==> config.mk <==
export PLATFORM = sky130hd
export DESIGN_NAME = mem_access_unit
export DESIGN_NICKNAME = d
export VERILOG_FILES = /design/src/rtl/riscv_pkg.sv /design/src/rtl/lsu_align.sv /design/src/rtl/mem_access_unit.sv
export SDC_FILE = /design/constraint.sdc
export NUM_CORES = 1
export LEC_CHECK = 0
export BUFFER_PORTS_ARGS = -buffer_cell sky130_fd_sc_hd__buf_2
export CORE_MARGIN = 4
export CORE_UTILIZATION = 46
export DETAILED_ROUTE_END_ITERATION = 8
export GPL_TIMING_DRIVEN = 1
export HOLD_SLACK_MARGIN = 0.03
export PLACE_DENSITY = 0.78
export SETUP_SLACK_MARGIN = 0.1
export SLEW_MARGIN = 10
export SYNTH_ARGS = -nofsm -noshare
export SYNTH_HDL_FRONTEND = slang
export SYNTH_SLANG_ARGS = --single-unit
==> constraint.sdc <==
create_clock -name clk -period 1.9 [get_ports clk]
set_input_delay 0.285 -clock clk [delete_from_list [all_inputs] [get_ports clk]]
set_output_delay 0.285 -clock clk [all_outputs]
set_load 0.01 [all_outputs]
==> src/rtl/riscv_pkg.sv <==
// Shared load/store encodings and the memory-stage FSM state type.
package riscv_pkg;

  localparam logic [2:0] F3_B  = 3'b000;
  localparam logic [2:0] F3_H  = 3'b001;
  localparam logic [2:0] F3_W  = 3'b010;
  localparam logic [2:0] F3_BU = 3'b100;
  localparam logic [2:0] F3_HU = 3'b101;

  typedef enum logic [1:0] {
    SZ_BYTE,
    SZ_HALF,
    SZ_WORD
  } acc_size_e;

  typedef enum logic {
    ST_IDLE = 1'b0,
    ST_BUSY = 1'b1
  } mau_state_e;

  // Access width from funct3; any encoding not listed is a word access.
  function automatic acc_size_e f3_size(input logic [2:0] f3);
    case (f3)
      F3_B, F3_BU: return SZ_BYTE;
      F3_H, F3_HU: return SZ_HALF;
      F3_W:        return SZ_WORD;
      default:     return SZ_WORD;
    endcase
  endfunction

  // Byte/half loads sign-extend unless they are the unsigned variants.
  function automatic logic f3_signed(input logic [2:0] f3);
    return (f3 != F3_BU) && (f3 != F3_HU);
  endfunction

endpackage

==> src/rtl/lsu_align.sv <==
// Combinational lane handling: store strobes/data replication, load lane
// selection with sign/zero extension, and alignment check.
module lsu_align
  import riscv_pkg::*;
(
  input  logic [2:0]  funct3,
  input  logic [1:0]  addr_lo,
  input  logic        is_store,
  input  logic [31:0] store_data,
  input  logic [31:0] load_word,
  output logic [3:0]  wstrb,
  output logic [31:0] wdata,
  output logic [31:0] load_data,
  output logic        misaligned
);

  acc_size_e  size;
  logic       sext;
  logic [7:0] lane_b;
  logic [15:0] lane_h;

  assign size = f3_size(funct3);
  assign sext = f3_signed(funct3);

  // Store side: byte enables and store data replicated across lanes.
  always_comb begin
    wstrb = 4'b1111;
    wdata = store_data;
    case (size)
      SZ_BYTE: begin
        wstrb = 4'b0001 << addr_lo;
        wdata = {4{store_data[7:0]}};
      end
      SZ_HALF: begin
        wstrb = 4'b0011 << addr_lo;
        wdata = {2{store_data[15:0]}};
      end
      default: begin
        wstrb = 4'b1111;
        wdata = store_data;
      end
    endcase
    if (!is_store) wstrb = '0;
  end

  // Load side: pick the addressed lane and extend it to 32 bits.
  always_comb begin
    lane_b    = load_word[7:0];
    lane_h    = addr_lo[1] ? load_word[31:16] : load_word[15:0];
    load_data = load_word;
    case (addr_lo)
      2'd0:    lane_b = load_word[7:0];
      2'd1:    lane_b = load_word[15:8];
      2'd2:    lane_b = load_word[23:16];
      default: lane_b = load_word[31:24];
    endcase
    case (size)
      SZ_BYTE: load_data = {{24{sext & lane_b[7]}}, lane_b};
      SZ_HALF: load_data = {{16{sext & lane_h[15]}}, lane_h};
      default: load_data = load_word;
    endcase
  end

  // Halfwords need an even address, words a multiple of four.
  always_comb begin
    misaligned = 1'b0;
    case (size)
      SZ_HALF: misaligned = addr_lo[0];
      SZ_WORD: misaligned = (addr_lo != 2'b00);
      default: misaligned = 1'b0;
    endcase
  end

endmodule

==> src/rtl/mem_access_unit.sv <==
// Pipeline memory stage: issues one data-memory request per load/store,
// stalls upstream until the bus answers or times out, and registers the
// MEM/WB results.
module mem_access_unit
  import riscv_pkg::*;
#(
  parameter int unsigned TIMEOUT = 255
) (
  input  logic        clk,
  input  logic        rst_n,
  input  logic [31:0] alu_result_in,
  input  logic [31:0] rd2_in,
  input  logic [4:0]  rd_in,
  input  logic [2:0]  funct3_in,
  input  logic        RegWrite_in,
  input  logic        MemRead_in,
  input  logic        MemWrite_in,
  input  logic        MemToReg_in,
  output logic        stall_out,
  output logic        dmem_req,
  output logic        dmem_we,
  output logic [31:0] dmem_addr,
  output logic [31:0] dmem_wdata,
  output logic [3:0]  dmem_wstrb,
  input  logic [31:0] dmem_rdata,
  input  logic        dmem_ready,
  output logic [31:0] wb_alu_result,
  output logic [31:0] wb_mem_data,
  output logic [4:0]  wb_rd,
  output logic        wb_RegWrite,
  output logic        wb_MemToReg,
  output logic        misaligned,
  output logic        bus_err
);

  localparam logic [7:0] TMO_LAST = 8'(TIMEOUT - 1);

  mau_state_e  state_q, state_d;
  logic [7:0]  cnt_q, cnt_d;

  logic [31:0] cap_addr_q, cap_addr_d;
  logic [31:0] cap_wdata_q, cap_wdata_d;
  logic [3:0]  cap_wstrb_q, cap_wstrb_d;
  logic [4:0]  cap_rd_q, cap_rd_d;
  logic [2:0]  cap_funct3_q, cap_funct3_d;
  logic        cap_regwrite_q, cap_regwrite_d;
  logic        cap_memtoreg_q, cap_memtoreg_d;
  logic        cap_memread_q, cap_memread_d;
  logic        cap_we_q, cap_we_d;

  logic [31:0] wb_alu_result_q, wb_alu_result_d;
  logic [31:0] wb_mem_data_q, wb_mem_data_d;
  logic [4:0]  wb_rd_q, wb_rd_d;
  logic        wb_regwrite_q, wb_regwrite_d;
  logic        wb_memtoreg_q, wb_memtoreg_d;
  logic        misaligned_q, misaligned_d;
  logic        bus_err_q, bus_err_d;

  logic        busy;
  logic        mem_op;
  logic        timeout_hit;
  logic [2:0]  al_funct3;
  logic [1:0]  al_addr_lo;
  logic [3:0]  al_wstrb;
  logic [31:0] al_wdata;
  logic [31:0] al_load_data;
  logic        al_misaligned;

  assign busy        = (state_q == ST_BUSY);
  assign mem_op      = MemRead_in | MemWrite_in;
  assign timeout_hit = busy && (cnt_q == TMO_LAST);

  // One aligner serves both phases: incoming op while idle, captured op while busy.
  assign al_funct3  = busy ? cap_funct3_q : funct3_in;
  assign al_addr_lo = busy ? cap_addr_q[1:0] : alu_result_in[1:0];

  lsu_align u_align (
    .funct3     (al_funct3),
    .addr_lo    (al_addr_lo),
    .is_store   (MemWrite_in),
    .store_data (rd2_in),
    .load_word  (dmem_rdata),
    .wstrb      (al_wstrb),
    .wdata      (al_wdata),
    .load_data  (al_load_data),
    .misaligned (al_misaligned)
  );

  // Next-state, capture, write-back and stall logic.
  // The timeout cycle retires the aborted op (stall low) so the held
  // instruction is not re-issued once the FSM is back in IDLE.
  always_comb begin
    state_d         = state_q;
    cnt_d           = cnt_q;
    cap_addr_d      = cap_addr_q;
    cap_wdata_d     = cap_wdata_q;
    cap_wstrb_d     = cap_wstrb_q;
    cap_rd_d        = cap_rd_q;
    cap_funct3_d    = cap_funct3_q;
    cap_regwrite_d  = cap_regwrite_q;
    cap_memtoreg_d  = cap_memtoreg_q;
    cap_memread_d   = cap_memread_q;
    cap_we_d        = cap_we_q;
    wb_alu_result_d = wb_alu_result_q;
    wb_mem_data_d   = wb_mem_data_q;
    wb_rd_d         = wb_rd_q;
    wb_memtoreg_d   = wb_memtoreg_q;
    wb_regwrite_d   = 1'b0;
    misaligned_d    = 1'b0;
    bus_err_d       = 1'b0;
    stall_out       = 1'b0;

    case (state_q)
      ST_IDLE: begin
        if (mem_op && !al_misaligned) begin
          cap_addr_d     = alu_result_in;
          cap_wdata_d    = al_wdata;
          cap_wstrb_d    = al_wstrb;
          cap_rd_d       = rd_in;
          cap_funct3_d   = funct3_in;
          cap_regwrite_d = RegWrite_in;
          cap_memtoreg_d = MemToReg_in;
          cap_memread_d  = MemRead_in;
          cap_we_d       = MemWrite_in;
          cnt_d          = '0;
          state_d        = ST_BUSY;
          stall_out      = 1'b1;
        end else begin
          wb_alu_result_d = alu_result_in;
          wb_mem_data_d   = '0;
          wb_rd_d         = rd_in;
          wb_memtoreg_d   = MemToReg_in;
          wb_regwrite_d   = RegWrite_in & ~mem_op;
          misaligned_d    = mem_op;
        end
      end
      ST_BUSY: begin
        if (dmem_ready) begin
          wb_alu_result_d = cap_addr_q;
          wb_mem_data_d   = cap_memread_q ? al_load_data : '0;
          wb_rd_d         = cap_rd_q;
          wb_memtoreg_d   = cap_memtoreg_q;
          wb_regwrite_d   = cap_regwrite_q;
          cnt_d           = '0;
          state_d         = ST_IDLE;
        end else if (timeout_hit) begin
          bus_err_d = 1'b1;
          cnt_d     = '0;
          state_d   = ST_IDLE;
        end else begin
          stall_out = 1'b1;
          cnt_d     = cnt_q + 8'd1;
        end
      end
      default: state_d = ST_IDLE;
    endcase
  end

  // State, capture and MEM/WB registers; reset forces an idle, quiet stage.
  always_ff @(posedge clk or negedge rst_n) begin
    if (!rst_n) begin
      state_q         <= ST_IDLE;
      cnt_q           <= '0;
      cap_addr_q      <= '0;
      cap_wdata_q     <= '0;
      cap_wstrb_q     <= '0;
      cap_rd_q        <= '0;
      cap_funct3_q    <= '0;
      cap_regwrite_q  <= 1'b0;
      cap_memtoreg_q  <= 1'b0;
      cap_memread_q   <= 1'b0;
      cap_we_q        <= 1'b0;
      wb_alu_result_q <= '0;
      wb_mem_data_q   <= '0;
      wb_rd_q         <= '0;
      wb_regwrite_q   <= 1'b0;
      wb_memtoreg_q   <= 1'b0;
      misaligned_q    <= 1'b0;
      bus_err_q       <= 1'b0;
    end else begin
      state_q         <= state_d;
      cnt_q           <= cnt_d;
      cap_addr_q      <= cap_addr_d;
      cap_wdata_q     <= cap_wdata_d;
      cap_wstrb_q     <= cap_wstrb_d;
      cap_rd_q        <= cap_rd_d;
      cap_funct3_q    <= cap_funct3_d;
      cap_regwrite_q  <= cap_regwrite_d;
      cap_memtoreg_q  <= cap_memtoreg_d;
      cap_memread_q   <= cap_memread_d;
      cap_we_q        <= cap_we_d;
      wb_alu_result_q <= wb_alu_result_d;
      wb_mem_data_q   <= wb_mem_data_d;
      wb_rd_q         <= wb_rd_d;
      wb_regwrite_q   <= wb_regwrite_d;
      wb_memtoreg_q   <= wb_memtoreg_d;
      misaligned_q    <= misaligned_d;
      bus_err_q       <= bus_err_d;
    end
  end

  assign dmem_req   = busy;
  assign dmem_we    = busy & cap_we_q;
  assign dmem_addr  = {cap_addr_q[31:2], 2'b00};
  assign dmem_wdata = cap_wdata_q;
  assign dmem_wstrb = busy ? cap_wstrb_q : '0;

  assign wb_alu_result = wb_alu_result_q;
  assign wb_mem_data   = wb_mem_data_q;
  assign wb_rd         = wb_rd_q;
  assign wb_RegWrite   = wb_regwrite_q;
  assign wb_MemToReg   = wb_memtoreg_q;
  assign misaligned    = misaligned_q;
  assign bus_err       = bus_err_q;

endmodule

After elaboration in Yosys (flattened, before gate mapping)
Cells that the tools add are included.
W data, S select, Z words.
- register bits: 162
- bits of input ports: 111
- output and inout bits: 144
- logic and storage cells: 93
- add/subtract/negate cells: 1
- equality and inequality tests: 13
- shift operators: 2
- muxes and demuxes: 40
- bitwise gates (word level): 7
- reductions and logical operators: 12
- operators with widths (operator ; count):
    $pmux W32 S2 ; 4
    $mux W32 ; 5
    $mux W8 ; 3
    $pmux W8 S3 ; 1
    $mux W16 ; 1
    $pmux W8 S2 ; 1
    $mux W1 ; 12
    $mux W5 ; 2
    $pmux W5 S2 ; 1
    $add A8 B1 Y8 const B ; 1
    $eq A8 B8 Y1 const B ; 1
    $mux W4 ; 2
    $pmux W1 S2 ; 4
    $pmux W4 S2 ; 1
    $eq A3 B3 Y1 const B ; 2
    $ne A2 B2 Y1 const B ; 3
    $ne A3 B3 Y1 const B ; 2
    $and A1 B1 Y1 ; 4
    $eq A2 B1 Y1 const B ; 2
    $eq A2 B2 Y1 const B ; 2
    $logic_not A2 Y1 ; 2
    $pmux W2 S2 ; 1
    $reduce_and A2 Y1 ; 2
    $reduce_or A2 Y1 ; 2
    11 further kinds ; 14

Logic depth before layout (Yosys ltp)
Gate-level depths: netlist of the first run.
- depth in word-level cells: 10
- depth in mapped cells: 9
- gate-level depth less buffers: 6

Cells and area by module
From an unflattened synthesis of the first run, not the netlist that was laid out.
- cell total of the unflattened synthesis: 698
- area, all modules: 7988.9 µm²
- modules (own cells, without submodules) (module ; instances ; cells an instance ; area an instance (µm²) ; sequential area each (µm²)):
    mem_access_unit ; 1 ; 512 ; 6819.0 ; 4053.9
    lsu_align ; 1 ; 186 ; 1169.9 ; 0.0

Worst setup path before layout of the first run
OpenSTA, ideal clock, no wires.
- kind: reg2reg
- from: register state_q (netlist: dmem_req)
- to: register wb_mem_data_q[0] (netlist: wb_mem_data[0])
- setup time: 0.124 ns
- data arrival time: 1.987 ns
- required time: 1.776 ns
- slack: -0.210 ns
- cell stages (with the launch flop): 9
- path buffers: 3
- path through: dfrtp_1 -> buf_4 -> buf_2 -> or3b_1 -> and2_1 -> buf_2 -> mux2i_1 -> a21oi_1 -> a211o_1
- word-level cells in the longest chain between the ends: 10
- elaborated cells on any way between the ends: 29
- those cells by class: eq/ne: 9; mux: 10; bitwise: 1; reduce/logical: 9
- ends and longest elaborated chain (item ; line ; source):
    start: declaration ; mem_access_unit.sv:38 ; mau_state_e state_q, state_d;
    start signal: assignment ; mem_access_unit.sv:181 ; state_q <= state_d;
    $mux W3 ; mem_access_unit.sv:74 ; assign al_funct3 = busy ? cap_funct3_q : funct3_in;
    $eq A3 B1 Y1, or another cell as far along ; riscv_pkg.sv:23 ; case (f3)
    $reduce_or A2 Y1 ; riscv_pkg.sv:23 ;
    $pmux W2 S2 ; riscv_pkg.sv:23 ;
    $eq A2 B2 Y1 or $eq A2 B1 Y1 (tied branches) ; lsu_align.sv:67, lsu_align.sv:57 ;
    $pmux W1 S2 ; lsu_align.sv:67 ; case (size)
    $logic_not A1 Y1 ; mem_access_unit.sv:115 ; if (mem_op && !al_misaligned) begin
    $logic_and A1 B1 Y1 ; mem_access_unit.sv:115 ;
    $ne A2 B2 Y1 (no source line) ; -- ;
    $reduce_and A2 Y1 (no source line) ; -- ;
    end signal: assignment ; mem_access_unit.sv:193 ; wb_mem_data_q <= wb_mem_data_d;
    end: declaration ; mem_access_unit.sv:52 ; logic [31:0] wb_mem_data_q, wb_mem_data_d;
Parallel ways exist; a longest one is shown, timed or not. The select of a mux whose other input is x is not followed.
A chain may end at the register's enable or synchronous reset.

Worst setup path after layout of the first run
Ends and elaborated chain as after synthesis.

==> results of run 1 <==
through the flow:
stage / instance area (sq um) / cells / setup TNS (ps)
after CTS: 10600 / 1337 / -3980
final: 11300 / 1368 / -9960
after detailed placement: 9500 / 1287 / -1180
after global placement: 9500 / 1287 / -625
after global routing: 11300 / 1367 / -16180
after floorplan: 7920 / 851 / -552
sequential cells by signal, summed over array words and instances, names as in the netlist, 3 cells and up:
| signal | count |
|---|---|
| cap_addr_q | 32 |
| cap_funct3_q | 3 |
| cap_rd_q | 5 |
| cap_wstrb_q | 4 |
| cnt_q | 8 |
| dmem_wdata | 32 |
| wb_alu_result | 32 |
| wb_mem_data | 32 |
| wb_rd | 5 |
worst min path at each step:
| stage | end | from | cells after the start | slack (ps) |
|---|---|---|---|---|
| final | cap_addr_q[27]$_DFFE_PN0P_ | alu_result_in[27] | 3 | 60 |
| after global routing | cap_rd_q[4]$_DFFE_PN0P_ | rd_in[4] | 3 | 60 |
| after CTS | cap_addr_q[27]$_DFFE_PN0P_ | alu_result_in[27] | 3 | 50 |
| after detailed placement | cap_addr_q[10]$_DFFE_PN0P_ | rst_n | 1 | 240 |
| after global placement | wb_alu_result[10]$_DFFE_PN0P_ | rst_n | 1 | 240 |
| after floorplan | bus_err$_DFF_PN0_ | rst_n | 0 | -10 |
critical path, cell delays in order, from the launching register on:
cell and delay (ps):
dfrtp_4 520, buf_4 170, buf_6 140, or3b_4 410
and2_4 210, mux2i_1 250, a21oi_1 120, a211o_1 240
routing by layer:
metal	track usage [%]	wire (um)	up-vias
met5	0	8	-
met4	9.98	896	2
met3	7.32	2300	88
met2	40.9	13700	398
met1	31.1	10500	3729
li1	-	-	3418
logic make-up (layout without fill, tap and decap cells):
logic type | count (synthesis) | after routing | synth area share [%]
other | 1 | 3 | 0.0480
buffers and inverters | 89 | 384 | 6.10
DFF | 162 | 162 | 51.9
muxes | 74 | 74 | 9.61
adders and majority gates | 2 | 2 | 0.320
AOI/OAI and AO/OA | 187 | 187 | 14.7
and+or+nand+nor | 335 | 336 | 17.3
cells in the final DEF, fill, tap and decap left out, types with 10 or more instances in the layout:
master / Yosys / routed
nand2_1: 262 / 257
buf_2: 9 / 246
dfrtp_1: 162 / 161
mux2i_1: 70 / 67
o21ai_0: 90 / 58
nor2_1: 39 / 34
buf_4: 33 / 33
buf_6: 1 / 30
clkbuf_16: 0 / 28
o21ai_1: 0 / 26
a21oi_1: 35 / 22
buf_12: 0 / 18
o21ai_2: 10 / 16
a21oi_2: 0 / 12
a31oi_1: 12 / 11
a22o_1: 10 / 10
cell type report:
cell class / instances / area [sq um]
tap: 220 / 275
clock inverter: 11 / 154
sequential: 162 / 4060
clock buffer: 21 / 460
timing repair buffer: 346 / 2650
inverter: 6 / 26.3
antenna: 1 / 2.50
fill: 1196 / 5360
multi-input combinational: 601 / 3660
timing repair:
item	4_1_cts	5_1_grt
pin swaps	23	34
hold endpoints to repair	37	0
gates cloned	6	17
setup endpoints to repair	141	158
gates resized for setup	77	67
hold buffers	1	0
setup buffers	11	14
where the power goes:
part / leakage (nW) / switching, W / internal (W) / total, W
Combinational: 3.48 / 0.00549 / 0.00484 / 0.0103
Clock: 0.294 / 0.00145 / 0.00215 / 0.00360
Sequential: 2.05 / 0.000988 / 0.00492 / 0.00591
==> metrics.txt, run 1 <==
run status finished, violations left; failing checks setup timing; setup violators final 73; asr flop ratio synth 100%; FF-to-FF path depth 7; Core Area 0.0166 sq mm; FF-to-FF setup slack -270 ps; post-synthesis sequential area ratio 51.9%; reg2reg start dmem_req$_DFF_PN0_; Residual DRC 0; I/O Buffers 252; die area 0.0191 sq mm; Post-Syn Instances 850; Yosys top cell area share 51.9%; Finished Core Util 67.8%; clock sink count 162; remaining antenna violation count 0; Num CTS Buffers 17; Fin. Hold Viols 0; Setup Skew 14.0 ps; synth warn 0; Synth area leader dfrtp_1; via total after detailed routing 7635; WS Path Type reg -> reg; final worst slack -266 ps; LEAKAGE 5.82 nW; setup slack at placement -126 ps; Post-DP HPWL 16200 um; die height 138 um; Pwr Density 1760 mW/mm^2; Layout area overhead 44.4%; CTS root buf clkbuf_16; CTS max path bufs 2; HP Class in -> reg; Worst Tran Pin Value 797 ps; initial antenna violation count 1; Post-Syn Area 0.00781 sq mm; syn avg cell area 9.19 sq um; synth top area cells dfrtp_1 52%, nand2_1 13%, mux2i_1 9.0%; global-route wire length before repair 38800 um; Synth cell types 47; Final Slew Violations 0; average wire per standard cell 20.0 um; MaxCap Viol Count 0; CP Launch Type register; Worst Path Arrival 2470 ps; highest clock rate 462 MHz; number of flops mapped to enable cells by yosys 0; Setup crit start dmem_req$_DFF_PN0_; number of placement rows 47; Critical R2R Capture wb_mem_data[0]$_DFFE_PN0P_; Die X-Extent 138 um; CTS H-tree depth 4; clk_lat worst skew 430 ps; count leader, synth nand2_1; Worst VDD drop 0.884 mV; total global routing overflow 0; overall routing resource usage 24.9%; TritonCTS clock tree built; io pins 255; DR pass1 iterations 5; number of synthesized register bits 162; dominant synthesized flop cell dfrtp_1; synth cell count leaders 262 x nand2_1, 162 x dfrtp_1, 90 x o21ai_0; initial DRC count 484; Worst Setup EP wb_mem_data[0]$_DFFE_PN0P_; crit end category register; Worst-path clk slew 70 ps; vias in the first global route 7326; crit-path max FO 7; routed vias/inst 5.58; CP Data Required Time 2210 ps; WHS 61.0 ps; post-route clock period utilization 114%; largest net degree at the start of global routing 43; min Tclk post-route 2170 ps; layout cells sized above 1 39.7%; worst rel slew slack 46.9%; # nets final 1247; power after layout 0.0198 W; Initial Utilization 47.0%; setup repair after global routing missed its margin yes; Final Wtd Congestion 0.892; Routed WL 27300 um
Power figures use the tool's default switching activity.
==> run 2: changes to the inputs <==
==> constraint.sdc (replaced) <==
create_clock -name clk -period 1.9 [get_ports clk]
set_input_delay 0.38 -clock clk [delete_from_list [all_inputs] [get_ports clk]]
set_output_delay 0.38 -clock clk [all_outputs]
set_load 0.01 [all_outputs]
==> run 2 against run 1 <==
Compared with the run above:
- the flow still finishes with violations (setup timing)
- critical path depth grew 3
- hold slack gained 98 ps
- design area shrank 2.0%
- routed wire length shrank 3.1%
- sequential power is essentially flat
- total power shrank 3.8%
- via count shrank 2.0%
- global-route usage shrank 0.86 points
- final cell count shrank 0.88%
- sequential share of layout area grew 0.73 points
- clock skew shrank 6.5 ps
- critical path type unchanged
- highest routed layer is now met4
==> metrics.txt, run 2 (synthesis gave the netlist of run 1 again) <==
total global routing overflow 0 (unchanged); Register Area 0.00406 sq mm (unchanged); TritonCTS clock tree built; overall routing resource usage 24.1% (-0.86 points); die area 0.0191 sq mm (unchanged); die height 138 um (unchanged); Top Family by Delay on Critical Path compound AO/OA/AOI/OAI gates; DR pass1 iterations 7 (+2); dpl cells 1286 (-0.078%); Post-DP HPWL 16200 um (-0.53%); buffers and inverters on the worst path 5 (+3); initial antenna violation count 2 (+1); Fin. Hold Viols 0 (unchanged); clock sink count 162 (unchanged); largest net degree at the start of global routing 44 (+2.3%); CTS max path bufs 2 (unchanged); average wire per standard cell 19.5 um (-2.3%); CTS H-tree depth 4 (unchanged); routed vias/inst 5.52 (-1.1%); Setup Skew 7.53 ps (-6.49 ps); CTS root buf clkbuf_16; remaining antenna violation count 0 (unchanged); final design area excluding fillers 0.0111 sq mm (-2.0%); I/O Buffers 252 (unchanged); HP Class in -> reg; Core Area 0.0166 sq mm (unchanged); Final Wtd Congestion 0.911 (+2.2%); Worst VDD drop 0.934 mV (+5.6%); initial DRC count 485 (+0.21%); final worst slack -264 ps (+2.36 ps); most used cell, CP buf_6; Final Slew Violations 0 (unchanged); Fillers 1268 (+6.0%); vias in the first global route 7313 (-0.18%); DP Area 0.00947 sq mm (-0.34%); commonest cells after routing, fill and taps aside 259 x nand2_1, 249 x buf_2, 161 x dfrtp_1; WS Path Type reg -> reg; Routed WL 26500 um (-3.1%); global-route wire length before repair 37700 um (-2.8%); CP Launch Type register; MaxCap Viol Count 0 (unchanged); Worst Tran Pin Value 628 ps (-169 ps); crit-path max FO 6 (-1); clk_lat worst skew 420 ps (about the same); Pwr Density 1730 mW/mm^2 (-1.8%); via total after detailed routing 7484 (-2.0%); post-route clock period utilization 114% (-0.12 points); crit end category register; setup repair after global routing missed its margin yes; LEAKAGE 5.69 nW (-2.2%); worst rel slew slack 58.2% (+11 points); Worst-path clk slew 70 ps (about the same); min Tclk post-route 2160 ps (-2.36 ps); run status finished, violations left; CP max stage cell dfrtp_4; Residual DRC 0 (unchanged); Num CTS Buffers 17 (unchanged); worst stage delay on the critical path 530 ps (about the same); # nets final 1235 (-0.96%); Die X-Extent 138 um (unchanged); CP Data Required Time 2240 ps (+30 ps); number of placement rows 47 (unchanged); Layout area overhead 41.6%; highest clock rate 462 MHz (+0.11%); io pins 255 (unchanged); setup slack at placement -123 ps (+2.97 ps); Initial Utilization 47.0% (unchanged); setup violators final 138 (+89%); layout cells sized above 1 38.3% (-1.4 points); non-filler instance count after layout 1356 (-0.88%); critical-path cell list buf_6 -> buf_6 -> buf_6 -> nand3b_1 -> a21oi_4 -> a2111oi_4 -> buf_4 -> buf_6 -> a21oi_1 -> o21ai_1; Worst Path Arrival 2510 ps (+40 ps); failing checks setup timing; most common cell after layout, fill and taps aside nand2_1; multi-input logic area 0.00367 sq mm (about the same)
## run 2: changes by cell type in the layout (fill, tap and decap cells not counted), sizes merged
cell      delta
inv          +5
bufbuf       -2
and3         +1
buf         -11
bufinv       -2
clkbuf       -4
clkinv       +1
diode        +1
clkinvlp     -1
## run 2: final timing paths
kind	slack (ps)	startpoint	to	depth (start not counted)
hold reg to reg	460	cap_wstrb_q[0]$_DFFE_PN0P_	cap_wstrb_q[0]$_DFFE_PN0P_	2
setup reg to reg	-260	dmem_req$_DFF_PN0_	wb_mem_data[9]$_DFFE_PN0P_	10
setup / recovery	-260	dmem_req$_DFF_PN0_	wb_mem_data[9]$_DFFE_PN0P_	10
hold / removal	160	alu_result_in[22]	cap_addr_q[22]$_DFFE_PN0P_	3
min in group asynchronous	460	rst_n	cap_addr_q[11]$_DFFE_PN0P_	2
max in group asynchronous	840	rst_n	wb_mem_data[0]$_DFFE_PN0P_	3
## run 2: repair_timing
item / CTS / global route
setup endpoints to repair: 154 / 162
endpoints found under the hold margin: 39 / 0
resized for setup: 60 / 71
gates cloned: 5 / 14
pin swaps: 19 / 15
buffers inserted: 7 / 11
hold buffers: 1 / 0
## run 2: metrics by stage
step           hold WS (ps)  total power [W]  util [%]  TNS, ps
2_1_floorplan          84.4           0.0107         -     -562
3_3_place_gp            333           0.0132      56.9     -633
3_5_place_dp            338           0.0134      56.9    -2160
4_1_cts                 148           0.0176      62.5    -8880
5_1_grt                 151           0.0202      66.5   -24850
6_report                159           0.0191      66.5   -16010
## run 2: cell type report
| type | count | area share, % |
|---|---|---|
| sequential | 162 | 36.7 |
| multi-input combinational | 602 | 33.1 |
| timing repair buffer | 333 | 22.4 |
| clock buffer | 17 | 3.85 |
| tap | 220 | 2.49 |
| clock inverter | 14 | 1.15 |
| inverter | 6 | 0.238 |
| antenna | 2 | 0.0452 |
## run 2: tightest hold or removal path: cells and delay by family
kind | cells | cell delay, ps
buffers and inverters | 1 | 80
AND/OR/NAND/NOR | 2 | 80
## run 2: report_power, final
group          internal, W  total (W)  switching (W)
combinational      0.00452    0.00990        0.00538
sequential         0.00492    0.00591       0.000985
clock              0.00182    0.00329        0.00147
## run 2: layer usage
layer	GRT usage, %	share of wire, %	vias to the layer above
met5	0	0	-
met4	9.10	3.4	0
met3	6.91	9.0	85
met2	39.1	49	430
met1	30.7	39	3555
li1	-	-	3414
